<file path="src/rtl/mem_access_unit.sv">
`default_nettype none
// +----------------------------------------------------------------------------+
// | Module   : mem_access_unit                                                 |
// | Brief    : MAR/MDR load/store controller with byte-lane MFC handshake,     |
// |            misalignment trapping and sign/zero-extended load data.         |
// |            Optional WAIT-state timeout enabled by defining MEM_TIMEOUT_EN. |
// | Revision : 1.0                                                             |
// +----------------------------------------------------------------------------+
module mem_access_unit #(
    parameter int DW      = 32,
    parameter int AW      = 32,
    parameter int TIMEOUT = 16
) (
    input  logic            Clk,
    input  logic            Clr,
    input  logic            start,
    input  logic            rw,
    input  logic [1:0]      size,
    input  logic            sign_ext,
    input  logic [AW-1:0]   addr,
    input  logic [DW-1:0]   wdata,
    output logic [DW-1:0]   rdata,
    output logic            busy,
    output logic            done,
    output logic            err,
    output logic            mem_en,
    output logic            mem_rw,
    output logic [AW-1:0]   mem_addr,
    output logic [DW-1:0]   mem_wdata,
    output logic [DW/8-1:0] mem_be,
    input  logic [DW-1:0]   mem_rdata,
    input  logic            mem_mfc
);
    localparam int NB = DW / 8;
    localparam int LW = $clog2(NB);
    localparam logic DWORD_OK = (DW == 64);
    localparam logic [NB-1:0] c_BE_BYTE = 1;
    localparam logic [NB-1:0] c_BE_HALF = 3;
    localparam logic [NB-1:0] c_BE_WORD = 15;

    typedef enum logic [1:0] {
        IDLE  = 2'd0,
        SETUP = 2'd1,
        WAIT  = 2'd2,
        DONE  = 2'd3
    } state_t;

    if ((DW != 32 && DW != 64) || TIMEOUT < 1) begin : g_badParams
        $error("mem_access_unit: DW must be 32 or 64 and TIMEOUT at least 1");
    end

    state_t          r_state;
    logic            r_rw;
    logic            r_signExt;
    logic [1:0]      r_size;
    logic [AW-1:0]   r_addr;
    logic [DW-1:0]   r_wdata;

    logic [LW-1:0]   w_lane;
    logic            w_fault;
    logic [NB-1:0]   w_beBase;
    logic [DW-1:0]   w_wdataRep;
    logic [DW-1:0]   w_laneData;
    logic [DW-1:0]   w_loadData;
    logic            w_msb;

`ifdef MEM_TIMEOUT_EN
    localparam int CW = $clog2(TIMEOUT + 1);
    localparam logic [CW-1:0] c_TO_LAST = CW'(TIMEOUT - 1);
    logic [CW-1:0]   r_waitCnt;
`endif

    assign w_lane = r_addr[LW-1:0];

    always_comb begin
        w_fault  = 1'b0;
        w_beBase = '1;
        case (r_size)
            2'b00: begin
                w_fault  = 1'b0;
                w_beBase = c_BE_BYTE;
            end
            2'b01: begin
                w_fault  = r_addr[0];
                w_beBase = c_BE_HALF;
            end
            2'b10: begin
                w_fault  = |r_addr[1:0];
                w_beBase = c_BE_WORD;
            end
            default: begin
                w_fault  = !DWORD_OK || (|r_addr[2:0]);
                w_beBase = '1;
            end
        endcase
    end

    // Store data is replicated so every lane of the access size carries it.
    always_comb begin
        w_wdataRep = '0;
        for (int i = 0; i < NB; i++) begin
            case (r_size)
                2'b00:   w_wdataRep[i*8 +: 8] = r_wdata[7:0];
                2'b01:   w_wdataRep[i*8 +: 8] = r_wdata[(i%2)*8 +: 8];
                2'b10:   w_wdataRep[i*8 +: 8] = r_wdata[(i%4)*8 +: 8];
                default: w_wdataRep[i*8 +: 8] = r_wdata[i*8 +: 8];
            endcase
        end
    end

    always_comb begin
        w_laneData = mem_rdata >> {w_lane, 3'b000};
        case (r_size)
            2'b00:   w_msb = w_laneData[7];
            2'b01:   w_msb = w_laneData[15];
            2'b10:   w_msb = w_laneData[31];
            default: w_msb = w_laneData[DW-1];
        endcase
        w_loadData = '0;
        for (int i = 0; i < DW; i++) begin
            w_loadData[i] = (i < (8 << r_size)) ? w_laneData[i] : (w_msb & r_signExt);
        end
    end

    always_ff @(posedge Clk or posedge Clr) begin
        if (Clr) begin
            r_state   <= IDLE;
            r_rw      <= 1'b0;
            r_signExt <= 1'b0;
            r_size    <= 2'b00;
            r_addr    <= '0;
            r_wdata   <= '0;
            rdata     <= '0;
            busy      <= 1'b0;
            done      <= 1'b0;
            err       <= 1'b0;
            mem_en    <= 1'b0;
            mem_rw    <= 1'b0;
            mem_addr  <= '0;
            mem_wdata <= '0;
            mem_be    <= '0;
`ifdef MEM_TIMEOUT_EN
            r_waitCnt <= '0;
`endif
        end else begin
            case (r_state)
                IDLE: begin
                    if (start) begin
                        r_rw      <= rw;
                        r_size    <= size;
                        r_signExt <= sign_ext;
                        r_addr    <= addr;
                        r_wdata   <= wdata;
                        mem_rw    <= rw;
                        busy      <= 1'b1;
                        r_state   <= SETUP;
                    end
                end
                SETUP: begin
                    if (w_fault) begin
                        done    <= 1'b1;
                        err     <= 1'b1;
                        r_state <= DONE;
                    end else begin
                        mem_addr  <= {r_addr[AW-1:LW], {LW{1'b0}}};
                        mem_be    <= w_beBase << w_lane;
                        mem_wdata <= w_wdataRep;
                        mem_en    <= 1'b1;
                        r_state   <= WAIT;
`ifdef MEM_TIMEOUT_EN
                        r_waitCnt <= '0;
`endif
                    end
                end
                WAIT: begin
                    if (mem_mfc) begin
                        mem_en  <= 1'b0;
                        done    <= 1'b1;
                        r_state <= DONE;
                        if (!r_rw) begin
                            rdata <= w_loadData;
                        end
`ifdef MEM_TIMEOUT_EN
                    end else if (r_waitCnt == c_TO_LAST) begin
                        mem_en  <= 1'b0;
                        done    <= 1'b1;
                        err     <= 1'b1;
                        r_state <= DONE;
                    end else begin
                        r_waitCnt <= r_waitCnt + 1'b1;
`endif
                    end
                end
                DONE: begin
                    done    <= 1'b0;
                    err     <= 1'b0;
                    busy    <= 1'b0;
                    r_state <= IDLE;
                end
                default: r_state <= IDLE;
            endcase
        end
    end
endmodule
`default_nettype wire
</file>
<file path="config.mk">
export PLATFORM = sky130hd
export DESIGN_NAME = mem_access_unit
export DESIGN_NICKNAME = d
export VERILOG_FILES = /design/src/rtl/mem_access_unit.sv
export SDC_FILE = /design/constraint.sdc
export NUM_CORES = 1
export LEC_CHECK = 0
export ABC_CLOCK_PERIOD_IN_PS = 14050
export CAP_MARGIN = 20
export CORE_MARGIN = 2
export CORE_UTILIZATION = 30
export CTS_BUF_LIST = sky130_fd_sc_hd__clkbuf_8
export CTS_CLUSTER_SIZE = 40
export DETAILED_ROUTE_END_ITERATION = 10
export PLACE_DENSITY_LB_ADDON = 0.08
export RECOVER_POWER = 100
export SKIP_CTS_REPAIR_TIMING = 1
export SLEW_MARGIN = 0
export SYNTH_ARGS = -nofsm -noshare
export SYNTH_HDL_FRONTEND = slang
export SYNTH_SLANG_ARGS = --single-unit
</file>
<file path="constraint.sdc">
create_clock -name Clk -period 14.05 [get_ports Clk]
set_input_delay 4.215 -clock Clk [delete_from_list [all_inputs] [get_ports Clk]]
set_output_delay 4.215 -clock Clk [all_outputs]
set_load 0.05 [all_outputs]
</file>
After elaboration in Yosys (flattened, before gate mapping)
Index checks and enable logic that the tools add are counted.
{ "totals": {"regBits": 172, "in_bits": 104, "wordCells": 128} }
{ "classes": {"magnitude_cmp": 32, "n_eq_ne": 9, "shift": 3, "mux": 51, "bitwise_logic": 3, "n_reduce_logical": 16} }
{ "op_table": {"columns": ["cell", "count"], "rows": [
  ["6-bit by 32-bit < comparator with 1-bit output, first input constant", 16],
  ["5-bit by 32-bit < comparator with 1-bit output, first input constant", 8],
  ["4-bit by 32-bit < comparator with 1-bit output, first input constant", 4],
  ["3-bit by 32-bit < comparator with 1-bit output, first input constant", 2],
  ["1-bit 2-to-1 mux", 38],
  ["1-bit by 32-bit < comparator with 1-bit output, first input constant", 1],
  ["2-bit by 32-bit < comparator with 1-bit output, first input constant", 1],
  ["4-bit by 2-bit << shifter with 32-bit output, first input constant", 1],
  ["32-bit by 5-bit >> shifter with 32-bit output", 1],
  ["8-bit 2-to-1 mux", 2],
  ["8-bit one-hot mux with 2 select lines", 1],
  ["2-bit AND reduction", 5],
  ["3-bit AND reduction", 3],
  ["2-bit inequality test, second input constant", 4],
  ["1-bit one-hot mux with 2 select lines", 4],
  ["2-bit one-hot mux with 4 select lines", 1],
  ["4-bit one-hot mux with 2 select lines", 1],
  ["2-bit equality test, second input constant", 3],
  ["1-bit one-hot mux with 3 select lines", 2],
  ["2-bit nonzero test", 3],
  ["2-bit by 1-bit equality test with 1-bit output, second input constant", 2],
  ["2-bit logical NOT", 2],
  ["2-bit 2-to-1 mux", 2],
  ["2-bit OR reduction", 2],
  ["4 further kinds", 5]
]} }

Depth between registers and ports, before layout
Gate-level depths: netlist of run 1.
{ "logic_depth": {"word_depth": 4, "mapped_depth": 8, "ltp_nobuf": 6} }

Worst setup path after synthesis of run 1
No wires, ideal clock.
{ "synth_path": {"path_type": "input port to flip-flop", "startpoint": "in mem_rdata[31]", "endpoint": "reg rdata[16]", "setup_ns": 0.127, "t_arrival_ns": 5.252, "required_time_ns": 13.923, "path_slack_ns": 8.671, "stages": 4, "n_path_buf": 0, "path_cell_list": "mux4_2 o211a_1 a21oi_4 a21oi_1"} }
{ "synth_via": {"elab_chain_cells": 4} }
{ "synth_lines": {"columns": ["element", "line_no", "source"], "rows": [
  ["from (decl)", "31", "input logic [DW-1:0] mem_rdata,"],
  ["32-bit by 5-bit >> shifter with 32-bit output", "112", "w_laneData = mem_rdata >> {w_lane, 3'b000};"],
  ["1-bit one-hot mux with 2 select lines", "113", "case (r_size)"],
  ["1-bit AND", "121", "w_loadData[i] = (i < (8 << r_size)) ? w_laneData[i] : (w_msb & r_signExt);"],
  ["1-bit 2-to-1 mux", "121", null],
  ["to (signal assigned)", "181", "rdata <= w_loadData;"],
  ["to (decl)", "22", "output logic [DW-1:0] rdata,"]
]} }
Every way passes these cells.
A chain may end at the register's enable or synchronous reset.

==> reports/metrics.csv, run 1 <==
metric;value;unit
sequential cell area;0.004304;mm2
switching share of power;47.19;%
clock share of power;13.3;%
Lkg Pwr;4.388;nW
buffers added on ports;206;
Max Freq;125.5;MHz
Post-synth EDFFs;0;
largest net degree at the start of global routing;90;
vias;5282;
Main synth FF type;dfrtp_1;
starting density of the core;30.23;%
Int Pwr;1.502;mW
yosys synthesis warning count;0;
initial antenna violation count;1;
failing checks;capacitance limit, slew limit;
r2r startpoint;r_state[1];
DRT Pass-1 Iters;4;
DIE AREA;0.02644;mm2
Flop pwr share;31.8;%
Synth Register Bits;172;
CTS tree;yes;
core area;0.02496;mm2
Root Driver;clkbuf_8;
Worst Hold Class;reg2reg;
Detail Placement HPWL;14670;um
clk_lat worst skew;460;ps
sequential area share after synthesis;57.04;%
Max-slew headroom;-170.2;%
Clock Skew;14.58;ps
share of post-route cells with drive strength above 1;19.28;%
fill count;2378;
crit-path max FO;89;
number of hold violations in the final report;0;
synth top area cells;dfrtp_1, mux2_2, mux2i_1;
Setup crit start kind;primary input;
RSZ-0062 raised after global routing;no;
number of global-route vias before repair;5775;
max-cap viol count;5;
Least-Margin Pin Slew;4031;ps
# setup viols final;0;
Post-synth ARST share;100.0;%
routed wire length per instance;18.71;um
Sw Pwr;1.342;mW
Hold Path Origin;rdata[8];
worst-case vdd ir drop;0.0001122;V
synthesized cell area;0.007546;mm2
post-synth top area cell;dfrtp_1;
Slowest Stage Delay on Critical Path;2230;ps
worst path required time;14670;ps
final routed DRC violation total;0;
Tmin final;7968;ps
row count;58;
Clock transition at path regs;100;ps
Crit. End Element;asynchronous set/reset pin;
Antenna Violating Nets Remaining;0;
CP arrival;8580;ps
Comb pwr share;55.0;%
Detailed Route WL;21220;um
crit path launch;Clr;
DIE HEIGHT;162.6;um
Synth cell types;38;
die span in x;162.6;um
crit path max-delay cell type;clkinvlp_2;
outcome;complete, but fails checks;
TNS Setup;0;ps
GRT Overall Usage;16.21;%
Final nets;900;
Multi-input gate area;0.002942;mm2
Area growth syn-to-layout;36.10;%
total CTS buffers;17;
Avg Cell Area, Syn;12.66;um2
initial drt markers;166;
critical path class;in2async;
Fin Hold WS;489.7;ps
deepest clock path buffer count;2;
Final Cycle Share;56.71;%
gpl congestion;0.8079;
clk sink count;172;
cells along the critical path;dlygate4sd3_1 > clkinvlp_2 > clkbuf_1 > buf_16;
n_diodes;0;
first-pass GRT wire length;32630;um
GRT overflow;0;
DR vias/cell;4.658;
count of pins over their slew limit;232;
num ports;209;
H-Tree Depth;4;
Mapped Cells;596;
pwr dens;276.8;mW/mm2
Yosys top cell area share;57.04;%
==> placed cells by master, fill, tap and decap left out, types with 6 or more instances in the layout <==
cell type,count
dfrtp_1,172
mux2_2,110
dlygate4sd3_1,106
clkdlybuf4s50_1,100
a21oi_1,74
mux2i_1,43
nand2_1,39
o21ai_0,28
nor2_1,27
clkbuf_8,17
mux2_1,14
a22o_1,7
buf_4,7
inv_1,6
==> stage by stage <==
stage / util [%] / area, um2 / cells / worst slack (ps) / total power [mW]
finish: 41.14 / 10270 / 1134 / 6082 / 2.843
global placement: 39.55 / 9873 / 1100 / 7574 / 2.535
CTS: 41.29 / 10310 / 1132 / 7991 / 2.958
floorplan: - / 7550 / 597 / 5175 / 2.042
detailed placement: 39.55 / 9873 / 1100 / 7487 / 2.568
global route: 41.14 / 10270 / 1134 / 5257 / 3.020
==> power by group through the flow <==
stage          registers (mW)  logic [mW]  clock network (mW)
2_1_floorplan            1.38       0.659                   0
3_3_place_gp            0.909        1.63                   0
3_5_place_dp            0.921        1.65                   0
4_1_cts                 0.914        1.65               0.394
5_1_grt                 0.940        1.67               0.415
6_report                0.903        1.56               0.378
==> worst max-delay path: cells and delay by family <==
family | cells | cell delay (ps)
buf+inv | 4 | 4320
==> logic make-up after synthesis <==
logic type | share of synthesized area, %
compound gates | 9.004
xor+xnor | 0.1161
fa+ha+maj | 0.8290
buf+inv | 3.366
flops | 57.04
mux | 25.15
other cells | 0.04970
simple gates | 4.444
==> layout make-up <==
cell class / count / area share [%]
well taps: 330 / 4.020
repair buffers: 216 / 20.93
inverters: 7 / 0.2680
flip-flops and latches: 172 / 41.91
clock buffers: 17 / 2.278
clock inverters: 15 / 1.949
multi-input cells: 377 / 28.64
==> flip-flops by register name, summed over array words and instances, names as in the netlist, 2 cells and up <==
register,flops
r_addr,32
r_wdata,32
mem_be,4
r_state,2
mem_wdata,32
rdata,32
mem_addr,30
r_size,2
==> synthesized netlist by cell type, drive strengths merged, types with 2 or more instances <==
library cell / n
a22o: 7
and2: 2
nor3: 4
nand2b: 2
nor2: 28
clkbuf: 14
o21ai: 28
inv: 7
dfrtp: 172
mux2: 125
ha: 5
buf: 27
nand2: 39
nor2b: 2
mux2i: 43
a21oi: 74
o2bb2ai: 3
==> metal layers <==
layer	global-route usage [%]	vias up	part of all wire (%)
met5	0	-	0
met4	3.741	0	0.74
met3	5.271	11	7.0
met2	28.30	144	51
met1	19.46	2651	41
li1	-	2476	-
==> path summary, 6_finish.rpt <==
kind | slack, ps | to | depth (start not counted)
worst max-delay path | 6080 | mem_wdata[9] | 4
worst min-delay path | 490 | rdata[8] | 2
worst max register to register | 9650 | mem_wdata[31] | 5
worst min register to register | 490 | rdata[8] | 2
max in group Clk | 6660 | r_wdata[12] | 3
min in group asynchronous | 5400 | r_state[0] | 2
No activity file was read; power rests on OpenSTA's default activity.
==> run 2: changes to the inputs <==
--- a/config.mk
+++ b/config.mk
@@ -5,7 +5,7 @@
 export SDC_FILE = /design/constraint.sdc
 export NUM_CORES = 1
 export LEC_CHECK = 0
-export ABC_CLOCK_PERIOD_IN_PS = 14050
+export ABC_CLOCK_PERIOD_IN_PS = 6680
 export CAP_MARGIN = 20
 export CORE_MARGIN = 2
 export CORE_UTILIZATION = 30
==> constraint.sdc (replaced) <==
create_clock -name Clk -period 6.68 [get_ports Clk]
set_input_delay 2.004 -clock Clk [delete_from_list [all_inputs] [get_ports Clk]]
set_output_delay 2.004 -clock Clk [all_outputs]
set_load 0.05 [all_outputs]
==> reports/metrics.csv, run 2 (synthesis gave the netlist of run 1 again) <==
metric;value;unit;change
outcome;complete, but fails checks;;
failing checks;capacitance limit, slew limit;;
Tmin final;4404;ps;
commonest non-fill, non-tap cells in the layout;dfrtp_1, mux2_2, dlygate4sd3_1;;
Layout Utilization;40.94;%;-0.20 points
Antenna Violating Nets Remaining;0;;unchanged
initial antenna violation count;1;;unchanged
placed cell count;1101;;+0.091%
row count;58;;unchanged
starting density of the core;30.23;%;unchanged
DRT Pass-1 Iters;4;;unchanged
vias;5333;;+0.97%
# setup viols final;0;;unchanged
routed wire length per instance;18.64;um;-0.39%
clk sink count;172;;unchanged
Final nets;900;;unchanged
critical path class;reg2reg;;
Final Cycle Share;65.93;%;
Max Freq;227.1;MHz;
Root Driver;clkbuf_8;;
max-cap viol count;3;;-2
first-pass GRT wire length;32590;um;-0.13%
Lkg Pwr;4.374;nW;-0.32%
Detailed Route WL;21150;um;-0.31%
DR vias/cell;4.699;;+0.88%
overall power;5.902;mW;+110%
core area;0.02496;mm2;unchanged
number of hold violations in the final report;0;;unchanged
pwr dens;577.5;mW/mm2;+110%
worst path required time;7010;ps;-7660 ps
GRT overflow;0;;unchanged
CP arrival;4740;ps;-3840 ps
Detail Placement HPWL;14820;um;+1.1%
fill count;2459;;+3.4%
Crit. End Element;flip-flop;;
gpl congestion;0.8083;;about the same
CTS tree;yes;;
Clock transition at path regs;100;ps;about the same
final routed DRC violation total;0;;unchanged
Least-Margin Pin Slew;2659;ps;-1372 ps
buffers added on ports;206;;unchanged
die span in x;162.6;um;unchanged
clk_lat worst skew;460;ps;about the same
count of pins over their slew limit;103;;-56%
RSZ-0062 raised after global routing;no;;
H-Tree Depth;4;;unchanged
initial drt markers;260;;+57%
most common cell after layout, fill and taps aside;dfrtp_1;;
TNS Setup;0;ps;unchanged
share of post-route cells with drive strength above 1;19.40;%;+0.12 points
Setup crit start kind;flip-flop;;
number of global-route vias before repair;5813;;+0.66%
DIE HEIGHT;162.6;um;unchanged
total CTS buffers;17;;unchanged
num ports;209;;unchanged
largest net degree at the start of global routing;92;;+2.2%
Area growth syn-to-layout;35.43;%;
Max-slew headroom;-77.35;%;+93 points
worst-case vdd ir drop;0.0002701;V;+140%
fin cells;1135;;+0.088%
Clock Skew;15.77;ps;+1.187 ps
DIE AREA;0.02644;mm2;unchanged
Worst Hold Class;reg2reg;;
crit-path max FO;36;;-60%
deepest clock path buffer count;2;;unchanged
GRT Overall Usage;16.22;%;+0.019 points
==> run 2: changes by cell type in the layout (fill, tap and decap cells not counted), sizes merged <==
| cell | before | now |
|---|---|---|
| inv | 14 | 16 |
| buf | 8 | 9 |
| bufinv | 2 | 1 |
| clkbuf | 19 | 18 |
| clkinv | 4 | 3 |
| diode | 0 | 1 |
==> run 2: worst paths after layout <==
kind                             from           end  slack, ps  cells after the start
max                        r_state[1]     mem_be[1]       2280                      5
min                          rdata[7]      rdata[7]        480                      2
max reg2reg                r_state[1]     mem_be[1]       2280                      5
min reg2reg                  rdata[7]      rdata[7]        480                      2
max in group asynchronous         Clr  mem_wdata[6]       3340                      3
min in group asynchronous         Clr     rdata[20]       2200                      2
==> run 2: power breakdown <==
part	switching [mW]	internal, mW
clock	0.426	0.309
combinational	2.06	1.21
sequential	0.323	1.57
==> run 2: metal layers <==
metal	vias to the layer above	part of all wire [%]	global-route usage (%)
li1	2479	-	-
met4	0	1.9	4.666
met2	176	50	28.18
met5	-	0	0
met3	22	7.9	5.984
met1	2656	40	18.78
==> run 2: area by class of cell <==
cell class	instances	area [um2]	area share (%)
Tap cell	330	412.9	4.040
Multi-Input combinational cell	377	2949	28.86
Clock buffer	17	234.0	2.289
Timing Repair Buffer	216	2133	20.87
Sequential cell	172	4304	42.12
Clock inverter	15	152.6	1.494
Antenna cell	1	2.502	0.02449
Inverter	7	31.28	0.3061
==> run 2: metrics by stage <==
step,area (um2),hold slack [ps],setup slack [ps]
after global routing,10220,505.1,1935
after global placement,9881,468.1,2792
after floorplan,7550,458.5,15.86
after CTS,10270,496.7,2896
after detailed placement,9881,471.8,2740
final,10220,483.5,2276
==> run 2: worst max-delay path, stage by stage, from the launching register on <==
cell and delay [ps]:
dfrtp_1 450, inv_1 130, ha_1 170, clkbuf_1 970, and2_0 2070, mux2_2 470
==> run 3: changes to the inputs <==
--- a/config.mk
+++ b/config.mk
@@ -5,7 +5,7 @@
 export SDC_FILE = /design/constraint.sdc
 export NUM_CORES = 1
 export LEC_CHECK = 0
-export ABC_CLOCK_PERIOD_IN_PS = 6680
+export ABC_CLOCK_PERIOD_IN_PS = 4000
 export CAP_MARGIN = 20
 export CORE_MARGIN = 2
 export CORE_UTILIZATION = 30
==> constraint.sdc (replaced) <==
create_clock -name Clk -period 4 [get_ports Clk]
set_input_delay 1.2 -clock Clk [delete_from_list [all_inputs] [get_ports Clk]]
set_output_delay 1.2 -clock Clk [all_outputs]
set_load 0.05 [all_outputs]
==> reports/metrics.csv, run 3 (synthesis gave the netlist of run 1 again) <==
metric;value;unit;change
outcome;complete, but fails checks;;
failing checks;capacitance limit, slew limit;;
Layout Utilization;41.16;%;+0.23 points
most common cell after layout, fill and taps aside;dfrtp_1;;
crit-path max FO;39;;+8.3%
Final nets;901;;+0.11%
GRT Overall Usage;16.18;%;-0.047 points
DIE HEIGHT;162.6;um;unchanged
RSZ-0062 raised after global routing;no;;
max-cap viol count;2;;-1
Tmin final;3304;ps;
switching share of power;48.10;%;+0.46 points
Flop pwr share;32.5;%;+0.4 points
starting density of the core;30.23;%;unchanged
num ports;209;;unchanged
number of global-route vias before repair;5771;;-0.72%
initial drt markers;203;;-22%
initial antenna violation count;0;;-1
Least-Margin Pin Slew;1814;ps;-845.1 ps
worst-case vdd ir drop;0.0004227;V;+56%
Sw Pwr;4.752;mW;+69%
Clock transition at path regs;100;ps;about the same
Int Pwr;5.127;mW;+66%
commonest non-fill, non-tap cells in the layout;dfrtp_1, dlygate4sd3_1, mux2_2;;
die span in x;162.6;um;unchanged
clk_lat worst skew;460;ps;about the same
Setup crit start kind;primary input;;
Antenna Violating Nets Remaining;0;;unchanged
CP arrival;3640;ps;-1100 ps
share of post-route cells with drive strength above 1;18.88;%;-0.52 points
number of hold violations in the final report;0;;unchanged
clock share of power;12.3;%;about the same
routed wire length per instance;18.80;um;+0.86%
Max Freq;302.7;MHz;
fin cells;1135;;unchanged
total CTS buffers;17;;unchanged
row count;58;;unchanged
Clock Skew;17.64;ps;+1.872 ps
DRT Pass-1 Iters;4;;unchanged
Root Driver;clkbuf_8;;
final routed DRC violation total;0;;unchanged
Comb pwr share;55.2;%;-0.2 points
n_diodes;0;;-1
Max-slew headroom;-20.92;%;+56 points
critical path class;in2reg;;
placed cell count;1103;;+0.18%
Detailed Route WL;21340;um;+0.86%
GRT overflow;0;;unchanged
largest net degree at the start of global routing;85;;-7.6%
H-Tree Depth;4;;unchanged
Worst Hold Class;reg2reg;;
Crit. End Element;flip-flop;;
DR vias/cell;4.674;;-0.53%
count of pins over their slew limit;37;;-64%
first-pass GRT wire length;32510;um;-0.25%
Fin Hold WS;491.6;ps;+8.132 ps
worst path required time;4330;ps;-2680 ps
Detail Placement HPWL;15090;um;+1.8%
# setup viols final;0;;unchanged
Lkg Pwr;4.386;nW;+0.28%
clk sink count;172;;unchanged
TNS Setup;0;ps;unchanged
pwr dens;961.3;mW/mm2;+66%
DIE AREA;0.02644;mm2;unchanged
vias;5305;;-0.53%
core area;0.02496;mm2;unchanged
Area growth syn-to-layout;36.18;%;
deepest clock path buffer count;2;;unchanged
buffers added on ports;206;;unchanged
gpl congestion;0.8251;;+2.1%
CTS tree;yes;;
Final Cycle Share;82.60;%;
[run 3: worst max-delay path, cell delays in order]
cell,delay [ps]
dlygate4sd3_1,590
nand2_1,1080
buf_12,350
mux2_1,370
[run 3: area by class of cell]
type	instances	area, um2
repair buffers	217	2178
inverters	7	27.53
clock buffers	18	247.7
fillers	2426	14690
multi-input cells	377	2947
clock inverters	14	158.9
well taps	330	412.9
flip-flops and latches	172	4304
[run 3: worst paths after layout]
path	slack (ps)	cells after the start	startpoint	end
max in group asynchronous	1890	3	Clr	mem_wdata[1]
max reg2reg	920	5	r_state[1]	mem_wdata[30]
min reg2reg	490	1	mem_addr[28]	mem_addr[28]
min in group asynchronous	1280	2	Clr	r_state[1]
max	700	4	start	r_wdata[19]
min	490	1	mem_addr[28]	mem_addr[28]
[run 3: through the flow]
step / area (um2) / total power, mW / setup slack, ps
after global routing: 10280 / 10.49 / 557.0
after detailed placement: 9932 / 9.057 / 912.7
after floorplan: 7553 / 7.174 / 603.3
after CTS: 10340 / 10.32 / 1034
after global placement: 9932 / 8.926 / 1003
final: 10280 / 9.879 / 696.0
[run 3: layer usage]
layer,share of wire [%],up-vias,GRT usage [%]
met5,0,-,0
met4,1.7,0,4.827
met3,8.1,17,5.679
met2,50,158,27.45
met1,41,2645,19.40
li1,-,2485,-
[run 3: power groups by stage]
stage	Combinational [mW]	Sequential (mW)	Clock, mW
finish	5.45	3.21	1.22
global route	5.80	3.33	1.36
CTS	5.79	3.25	1.28
detailed placement	5.77	3.28	0
global placement	5.69	3.24	0
floorplan	2.32	4.86	0
